==> src/rtl/asa_riscv_seq_div.sv <==
// Sequential RV32M divide/remainder unit for the EX-stage divider port.
// Radix-2 restoring division, one quotient bit per cycle, result held until acked.
module asa_riscv_seq_div #(
    parameter int XLEN         = 32,
    parameter int CNT_W        = 6,
    parameter int ALU_OP_WIDTH = 4,
    parameter logic [ALU_OP_WIDTH-1:0] ALU_DIV  = 4'd12,
    parameter logic [ALU_OP_WIDTH-1:0] ALU_DIVU = 4'd13,
    parameter logic [ALU_OP_WIDTH-1:0] ALU_REM  = 4'd14,
    parameter logic [ALU_OP_WIDTH-1:0] ALU_REMU = 4'd15
) (
    input  logic                    clk,
    input  logic                    rst_n,
    input  logic                    vld_i,
    input  logic [ALU_OP_WIDTH-1:0] op_i,
    input  logic [XLEN-1:0]         opa_i,
    input  logic [XLEN-1:0]         opb_i,
    input  logic                    ack_i,
    input  logic                    flush_i,
    output logic                    busy_o,
    output logic                    bubble_o,
    output logic [XLEN-1:0]         result_o
);

    typedef enum logic [1:0] {IDLE, CALC, DONE} state_t;

    typedef struct packed {
        logic neg_q;
        logic neg_r;
        logic rem;
    } op_flags_t;

    localparam logic [XLEN-1:0] INT_MIN = {1'b1, {(XLEN-1){1'b0}}};

    state_t            state, state_nxt;
    op_flags_t         flags;
    logic [XLEN-1:0]   divisor;
    logic [XLEN-1:0]   rem_acc;
    logic [XLEN-1:0]   quo;
    logic [CNT_W-1:0]  cnt;

    // Request decode
    logic            is_div, is_signed, is_rem;
    logic            accept, special, div0, ovf, last;
    logic [XLEN-1:0] a_abs, b_abs, special_res;

    always_comb begin
        is_div    = (op_i == ALU_DIV) || (op_i == ALU_DIVU) ||
                    (op_i == ALU_REM) || (op_i == ALU_REMU);
        is_signed = (op_i == ALU_DIV) || (op_i == ALU_REM);
        is_rem    = (op_i == ALU_REM) || (op_i == ALU_REMU);
        div0      = (opb_i == '0);
        ovf       = is_signed && (opa_i == INT_MIN) && (opb_i == '1);
        special   = div0 || ovf;
        a_abs     = (is_signed && opa_i[XLEN-1]) ? (~opa_i + 1'b1) : opa_i;
        b_abs     = (is_signed && opb_i[XLEN-1]) ? (~opb_i + 1'b1) : opb_i;
        if (div0)
            special_res = is_rem ? opa_i : '1;
        else
            special_res = is_rem ? '0 : INT_MIN;
        // flush wins over any new request, including the back-to-back path
        accept    = !flush_i && vld_i && is_div &&
                    ((state == IDLE) || ((state == DONE) && ack_i));
        last      = (cnt == CNT_W'(XLEN-1));
    end

    // One restoring step: shift {rem,quo}, trial-subtract with an extra carry bit
    logic [XLEN:0]   rem_sh;
    logic [XLEN+1:0] trial;
    logic            trial_neg;
    logic [XLEN-1:0] rem_nxt, quo_nxt, fix_res;

    always_comb begin
        rem_sh    = {rem_acc, quo[XLEN-1]};
        trial     = {1'b0, rem_sh} - {2'b00, divisor};
        trial_neg = trial[XLEN+1];
        rem_nxt   = trial_neg ? rem_sh[XLEN-1:0] : trial[XLEN-1:0];
        quo_nxt   = {quo[XLEN-2:0], ~trial_neg};
        if (flags.rem)
            fix_res = flags.neg_r ? (~rem_nxt + 1'b1) : rem_nxt;
        else
            fix_res = flags.neg_q ? (~quo_nxt + 1'b1) : quo_nxt;
    end

    // State register
    always_ff @(posedge clk or negedge rst_n) begin
        if (!rst_n) state <= IDLE;
        else        state <= state_nxt;
    end

    // Next state
    always_comb begin
        state_nxt = state;
        if (flush_i) begin
            state_nxt = IDLE;
        end else begin
            case (state)
                IDLE: if (accept) state_nxt = special ? DONE : CALC;
                CALC: if (last)   state_nxt = DONE;
                DONE: if (ack_i)  state_nxt = accept ? (special ? DONE : CALC) : IDLE;
                default:          state_nxt = IDLE;
            endcase
        end
    end

    // Outputs
    always_comb begin
        busy_o   = ((state == IDLE) && vld_i && is_div) || (state == CALC);
        bubble_o = (state != DONE);
    end

    // Datapath
    always_ff @(posedge clk or negedge rst_n) begin
        if (!rst_n) begin
            flags    <= '0;
            divisor  <= '0;
            rem_acc  <= '0;
            quo      <= '0;
            cnt      <= '0;
            result_o <= '0;
        end else if (accept) begin
            flags.neg_q <= is_signed && (opa_i[XLEN-1] ^ opb_i[XLEN-1]);
            flags.neg_r <= is_signed && opa_i[XLEN-1];
            flags.rem   <= is_rem;
            divisor     <= b_abs;
            quo         <= a_abs;
            rem_acc     <= '0;
            cnt         <= '0;
            if (special) result_o <= special_res;
        end else if (state == CALC && !flush_i) begin
            rem_acc <= rem_nxt;
            quo     <= quo_nxt;
            cnt     <= cnt + 1'b1;
            if (last) result_o <= fix_res;
        end
    end

endmodule

==> config.mk <==
export PLATFORM = sky130hd
export DESIGN_NAME = asa_riscv_seq_div
export DESIGN_NICKNAME = d
export VERILOG_FILES = /design/src/rtl/asa_riscv_seq_div.sv
export SDC_FILE = /design/constraint.sdc
export NUM_CORES = 1
export LEC_CHECK = 0
export CAP_MARGIN = 30
export CELL_PAD_IN_SITES_DETAIL_PLACEMENT = 1
export CELL_PAD_IN_SITES_GLOBAL_PLACEMENT = 1
export CORE_UTILIZATION = 37
export DETAILED_ROUTE_END_ITERATION = 8
export HOLD_SLACK_MARGIN = 0.08
export PLACE_DENSITY_LB_ADDON = 0.1
export SYNTH_ARGS = -nofsm -noshare
export SYNTH_HDL_FRONTEND = slang
export SYNTH_SLANG_ARGS = --single-unit
==> constraint.sdc <==
create_clock -name clk -period 6.3 [get_ports clk]
set_input_delay 1.89 -clock clk [delete_from_list [all_inputs] [get_ports clk]]
set_output_delay 1.89 -clock clk [all_outputs]
set_load 0.02 [all_outputs]
==> reports/qor.csv, run 1 <==
metric,value,unit
DR vias,11169,
critical path class,in -> reg,
Worst-path clk slew,0.07,ns
sequential cell area fraction in the yosys report,31.1,%
reg-to-reg startpoint,divisor[1],
ANT cells,0,
final-report hold violation count,0,
Die Ht,176,um
reg2reg end,result_o[30],
# resized after CTS,0,
TritonCTS clock tree,built,
Reg2Reg Setup Slack,1.27,ns
syn avg cell area,7.89,um2
worst slew pin tran,1.01,ns
period utilization,86.5,%
Core Area,29700,um2
Hold Path End,divisor[19],
Iteration-0 DRC Markers,697,
Worst-Skew Late Latency,0.44,ns
max cap viols,0,
"count leader, synth",o21ai_0,
Wirelength per Cell,21.9,um
worst hold stages,2,
Area Growth Syn to Fin,18.2,%
status,finished clean,
DRT Pass-1 Iters,5,
final setup TNS,0,ns
Tmin final,5.45,ns
Post-synth EDFFs,0,
Final setup viols,0,
Tot GR Track Use,27.3,%
static leakage,5.31,nW
unique cell type count in the Yosys netlist,77,
most area-hungry cell type in the Yosys netlist,dfrtp_1,
Worst setup EP type,flip-flop,
PwrDens,486,nW/um2
fin util,44.5,%
CP startpoint,opa_i[4],
clock tree root buffer cell,clkbuf_16,
Worst Path Max Fanout,14,
synthesis-stage register bit count,139,
HPWL Detailed,31500,um
Post-Syn Area,11200,um2
largest net degree at the start of global routing,79,
fmax,0.183,GHz
Residual DRC,0,
global route total overflow,0,
synth top area cells,"dfrtp_1 (31%), o21ai_0 (8.2%), xnor2_1 (6.1%)",
cells after synthesis,1418,
RSZ-0062 raised after global routing,false,
I/O Buffers,106,
Final #Nets,1595,
Die X,176,um
Synth Warn #,0,
Vias/cell,5.92,
ANT nets after route,0,
CTS sink cnt,139,
hold_buf cts,0,
initial antenna violation count,1,
Longest Clk Path Bufs,2,
Post-synth ARST share,100,%
Worst slew margin,32.9,%
Clock Skews,0.0136,ns
reg2reg path depth,17,
hold path startpoint,divisor[19],
# IOs,107,
Final Wtd Congestion,0.840,
share of Yosys cell area claimed by the top area cell type,31.1,%
Tot Pwr,0.00642,W
Place WS,0.467,ns
Std-Cell Rows,63,
Critical Path RT,6.63,ns
Routed WL,41300,um
H-tree Lvls,4,
Min-Delay Path Class,reg -> reg,
Startpoint Class,input port,
VDD IR max,0.000329,V
total die area,30900,um2
Initial Utilization,37.6,%
Max Slew Vio Count,0,
Worst Path Arrival,5.78,ns
top post-synthesis cells by count,"o21ai_0 (183), nand2_1 (143), dfrtp_1 (139)",
post-CTS setup buffer count,0,
Final Worst Setup Slack,0.849,ns
Mapped Nets,1530,
"Top FF cell, synth",dfrtp_1,
share of cells above drive strength 1,5.41,%
TritonCTS buffer count,17,
first-pass GRT wire length,65000,um
number of global-route vias before repair,11426,
-- cell usage in the layout, fill, tap and decap left out, types with 17 or more instances in the layout --
cell type / n
o21ai_0: 183
nand2_1: 143
dfrtp_1: 139
clkdlybuf4s50_1: 105
nor2_1: 99
a21oi_1: 84
xnor2_1: 78
xor2_1: 64
nand3_1: 58
inv_1: 56
ha_1: 38
nor3_1: 32
a22oi_1: 32
nand4_1: 29
o31ai_1: 25
mux2i_1: 21
nor4_1: 19
buf_4: 18
or3_1: 17
clkbuf_16: 17
-- worst max-delay path, cell delays in order --
cell and delay (ns):
clkdlybuf4s50_1 0.52, or4_1 0.61, or4_1 0.52, or3_1 0.40
or2_1 0.33, nor2_1 0.12, nand2_1 0.09, o21ai_1 0.17
nand2_1 0.13, and2_1 0.39, a22oi_1 0.26, o311ai_1 0.12
a41o_1 0.22
-- stage by stage --
stage	cell area [um2]	std cells	hold WS, ns
detailed placement	12600	1854	0.471
CTS	13200	1886	0.487
global placement	12600	1854	0.462
finish	13200	1886	0.480
floorplan	11200	1418	0.450
global route	13200	1886	0.498
-- where the power goes --
part | total [W] | internal [W] | switching, W | leakage (nW)
registers | 0.00139 | 0.00110 | 0.000295 | 1.79
logic | 0.00395 | 0.00150 | 0.00244 | 3.21
clock network | 0.00108 | 0.000613 | 0.000467 | 0.301
-- area by class of cell --
cell class	instances	area, um2
Fill cell	3571	16500
Multi-Input combinational cell	1144	7200
Sequential cell	139	3480
Timing Repair Buffer	125	1220
Tap cell	390	488
Clock buffer	18	439
Inverter	56	210
Clock inverter	14	179
-- registers in the layout, indices dropped and copies added, names as in the netlist --
register / count
state: 2
divisor: 32
cnt: 6
result_o: 32
rem_acc: 32
quo: 32
flags: 3
-- per-layer routing --
metal	vias up	part of all wire (%)	track usage, %
met5	-	0	0
met4	0	1.5	6.78
met3	43	4.2	4.31
met2	249	48	45.3
met1	5566	47	36.9
li1	5311	-	-
-- kinds of logic (layout without fill, tap and decap cells) --
logic type / Yosys count / after routing / synth area share, %
AO/OA/AOI/OAI: 469 / 469 / 26.2
multiplexers: 25 / 25 / 2.28
buffers and inverters: 135 / 213 / 4.67
adder cells (fa/ha/maj): 39 / 39 / 4.43
XOR/XNOR: 142 / 142 / 11.1
flip-flops: 139 / 139 / 31.1
AND/OR/NAND/NOR: 469 / 469 / 20.2
-- how the worst max path moves through the flow --
stage / to
finish: result_o[29]
global route: result_o[8]
floorplan: result_o[29]
global placement: result_o[29]
CTS: result_o[29]
detailed placement: result_o[29]
Power figures use the tool's default switching activity.
==> inputs of run 2 (changes only) <==
clock period = 6.22 ns   (was 6.3 ns; I/O delays follow)
==> run 2 against run 1 <==
Compared with the run above: final cell count grew 0.21%; combinational power increased by 2%; power grew 1.3%; setup slack improved by 0.016 ns; register-to-register slack better by 0.04 ns; die area did not move; critical path type unchanged.
==> reports/qor.csv, run 2 (same netlist as run 1, synthesis figures left out) <==
metric,value,unit
status,finished clean,
combinational share of power,61.7,%
largest net degree at the start of global routing,79,
period utilization,86.1,%
Max Slew Vio Count,0,
clock share of power,16.7,%
Std-Cell Rows,63,
Final Worst Setup Slack,0.865,ns
Pint,0.00326,W
max cap viols,0,
Longest Clk Path Bufs,2,
number of global-route vias before repair,11518,
worst slew pin tran,0.866,ns
Place WS,0.446,ns
# resized after CTS,0,
final setup TNS,0,ns
PwrDens,491,nW/um2
Die X,176,um
CP startpoint,opb_i[6],
Worst-Skew Late Latency,0.44,ns
global route total overflow,0,
Min-Delay Path Class,reg -> reg,
CP endpoint,result_o[0],
total die area,30900,um2
Iteration-0 DRC Markers,725,
NetSw,0.00324,W
reg2reg path depth,17,
initial antenna violation count,1,
Clock Skews,0.0119,ns
Reg2Reg Setup Slack,1.31,ns
Final #Nets,1599,
Routed WL,41900,um
DRT Pass-1 Iters,7,
TritonCTS buffer count,17,
Critical Path RT,6.56,ns
Initial Utilization,37.6,%
first-pass GRT wire length,66400,um
share of cells above drive strength 1,5.67,%
I/O Buffers,106,
Worst setup EP type,flip-flop,
clock tree root buffer cell,clkbuf_16,
most frequent cells in the layout,"o21ai_0 (183), nand2_1 (143), dfrtp_1 (139)",
"most common cell after layout, fill and taps aside",o21ai_0,
VDD IR max,0.000293,V
share of power burned in registers,21.6,%
HPWL Detailed,31500,um
Residual DRC,0,
ANT cells,0,
post-CTS setup buffer count,0,
Vias/cell,5.99,
Area Growth Syn to Fin,18.4,%
DR vias,11326,
Worst Path Max Fanout,13,
# IOs,107,
sw frac,49.9,%
Worst slew margin,41.8,%
Wirelength per Cell,22.2,um
static leakage,5.32,nW
Final setup viols,0,
CTS sink cnt,139,
ANT nets after route,0,
Tmin final,5.36,ns
Tot GR Track Use,27.9,%
final-report hold violation count,0,
hold_buf cts,0,
RSZ-0062 raised after global routing,false,
reg-to-reg startpoint,divisor[2],
reg2reg end,result_o[30],
Final Wtd Congestion,0.852,
Core Area,29700,um2
H-tree Lvls,4,
TritonCTS clock tree,built,
Die Ht,176,um
critical path class,in -> reg,
Worst Path Arrival,5.69,ns
Startpoint Class,input port,
Worst-path clk slew,0.07,ns
fmax,0.187,GHz
## run 2: final cells by class
class                   instances  area, um2
fillers                      3633      16500
multi-input cells            1144       7200
flip-flops and latches        139       3480
repair buffers                129       1250
well taps                     390        488
clock buffers                  19        453
inverters                      56        210
clock inverters                13        156
## run 2: how the worst min path moves through the flow
stage / start / cells after the start / end / slack (ns)
after floorplan: divisor[10] / 2 / divisor[10] / 0.45
after CTS: divisor[7] / 2 / divisor[7] / 0.49
final: divisor[9] / 2 / divisor[9] / 0.48
after global routing: divisor[18] / 2 / divisor[18] / 0.51
after global placement: divisor[28] / 2 / divisor[28] / 0.46
after detailed placement: divisor[23] / 2 / divisor[23] / 0.47
## run 2: metrics by stage
| stage | hold slack, ns | power [W] | std cells | cell area, um2 | utilization [%] |
|---|---|---|---|---|---|
| floorplan | 0.450 | 0.00420 | 1418 | 11200 | - |
| detailed placement | 0.472 | 0.00538 | 1857 | 12600 | 42.4 |
| global placement | 0.463 | 0.00530 | 1857 | 12600 | 42.4 |
| CTS | 0.487 | 0.00651 | 1889 | 13200 | 44.5 |
| finish | 0.483 | 0.00650 | 1890 | 13200 | 44.6 |
| global route | 0.508 | 0.00699 | 1890 | 13200 | 44.6 |
## run 2: metal layers
metal	GRT usage [%]	wire length, um	vias to the layer above
li1	-	-	5313
met1	38.0	19600	5702
met2	44.9	19600	246
met3	4.29	1590	65
met4	8.91	1050	0
met5	0	0	-
## run 2: power by group through the flow
stage                     logic, W  clock network, W  registers [W]
after floorplan            0.00290                 0        0.00130
after global placement     0.00389                 0        0.00141
after detailed placement   0.00396                 0        0.00142
after CTS                  0.00400           0.00111        0.00140
after global routing       0.00442           0.00114        0.00143
final                      0.00401           0.00109        0.00141
## run 2: worst max-delay path: stages
cell and delay (ns):
clkdlybuf4s50_1 0.53, or4_1 0.64, nor4_1 0.30, nand2b_1 0.17, nor3_1 0.36, nand3b_1 0.18, nor4_1 0.52, nand2_1 0.26
o21ai_0 0.16, nand2_1 0.08, nand2_1 0.18, buf_4 0.24, nand3_1 0.09, o21a_1 0.11
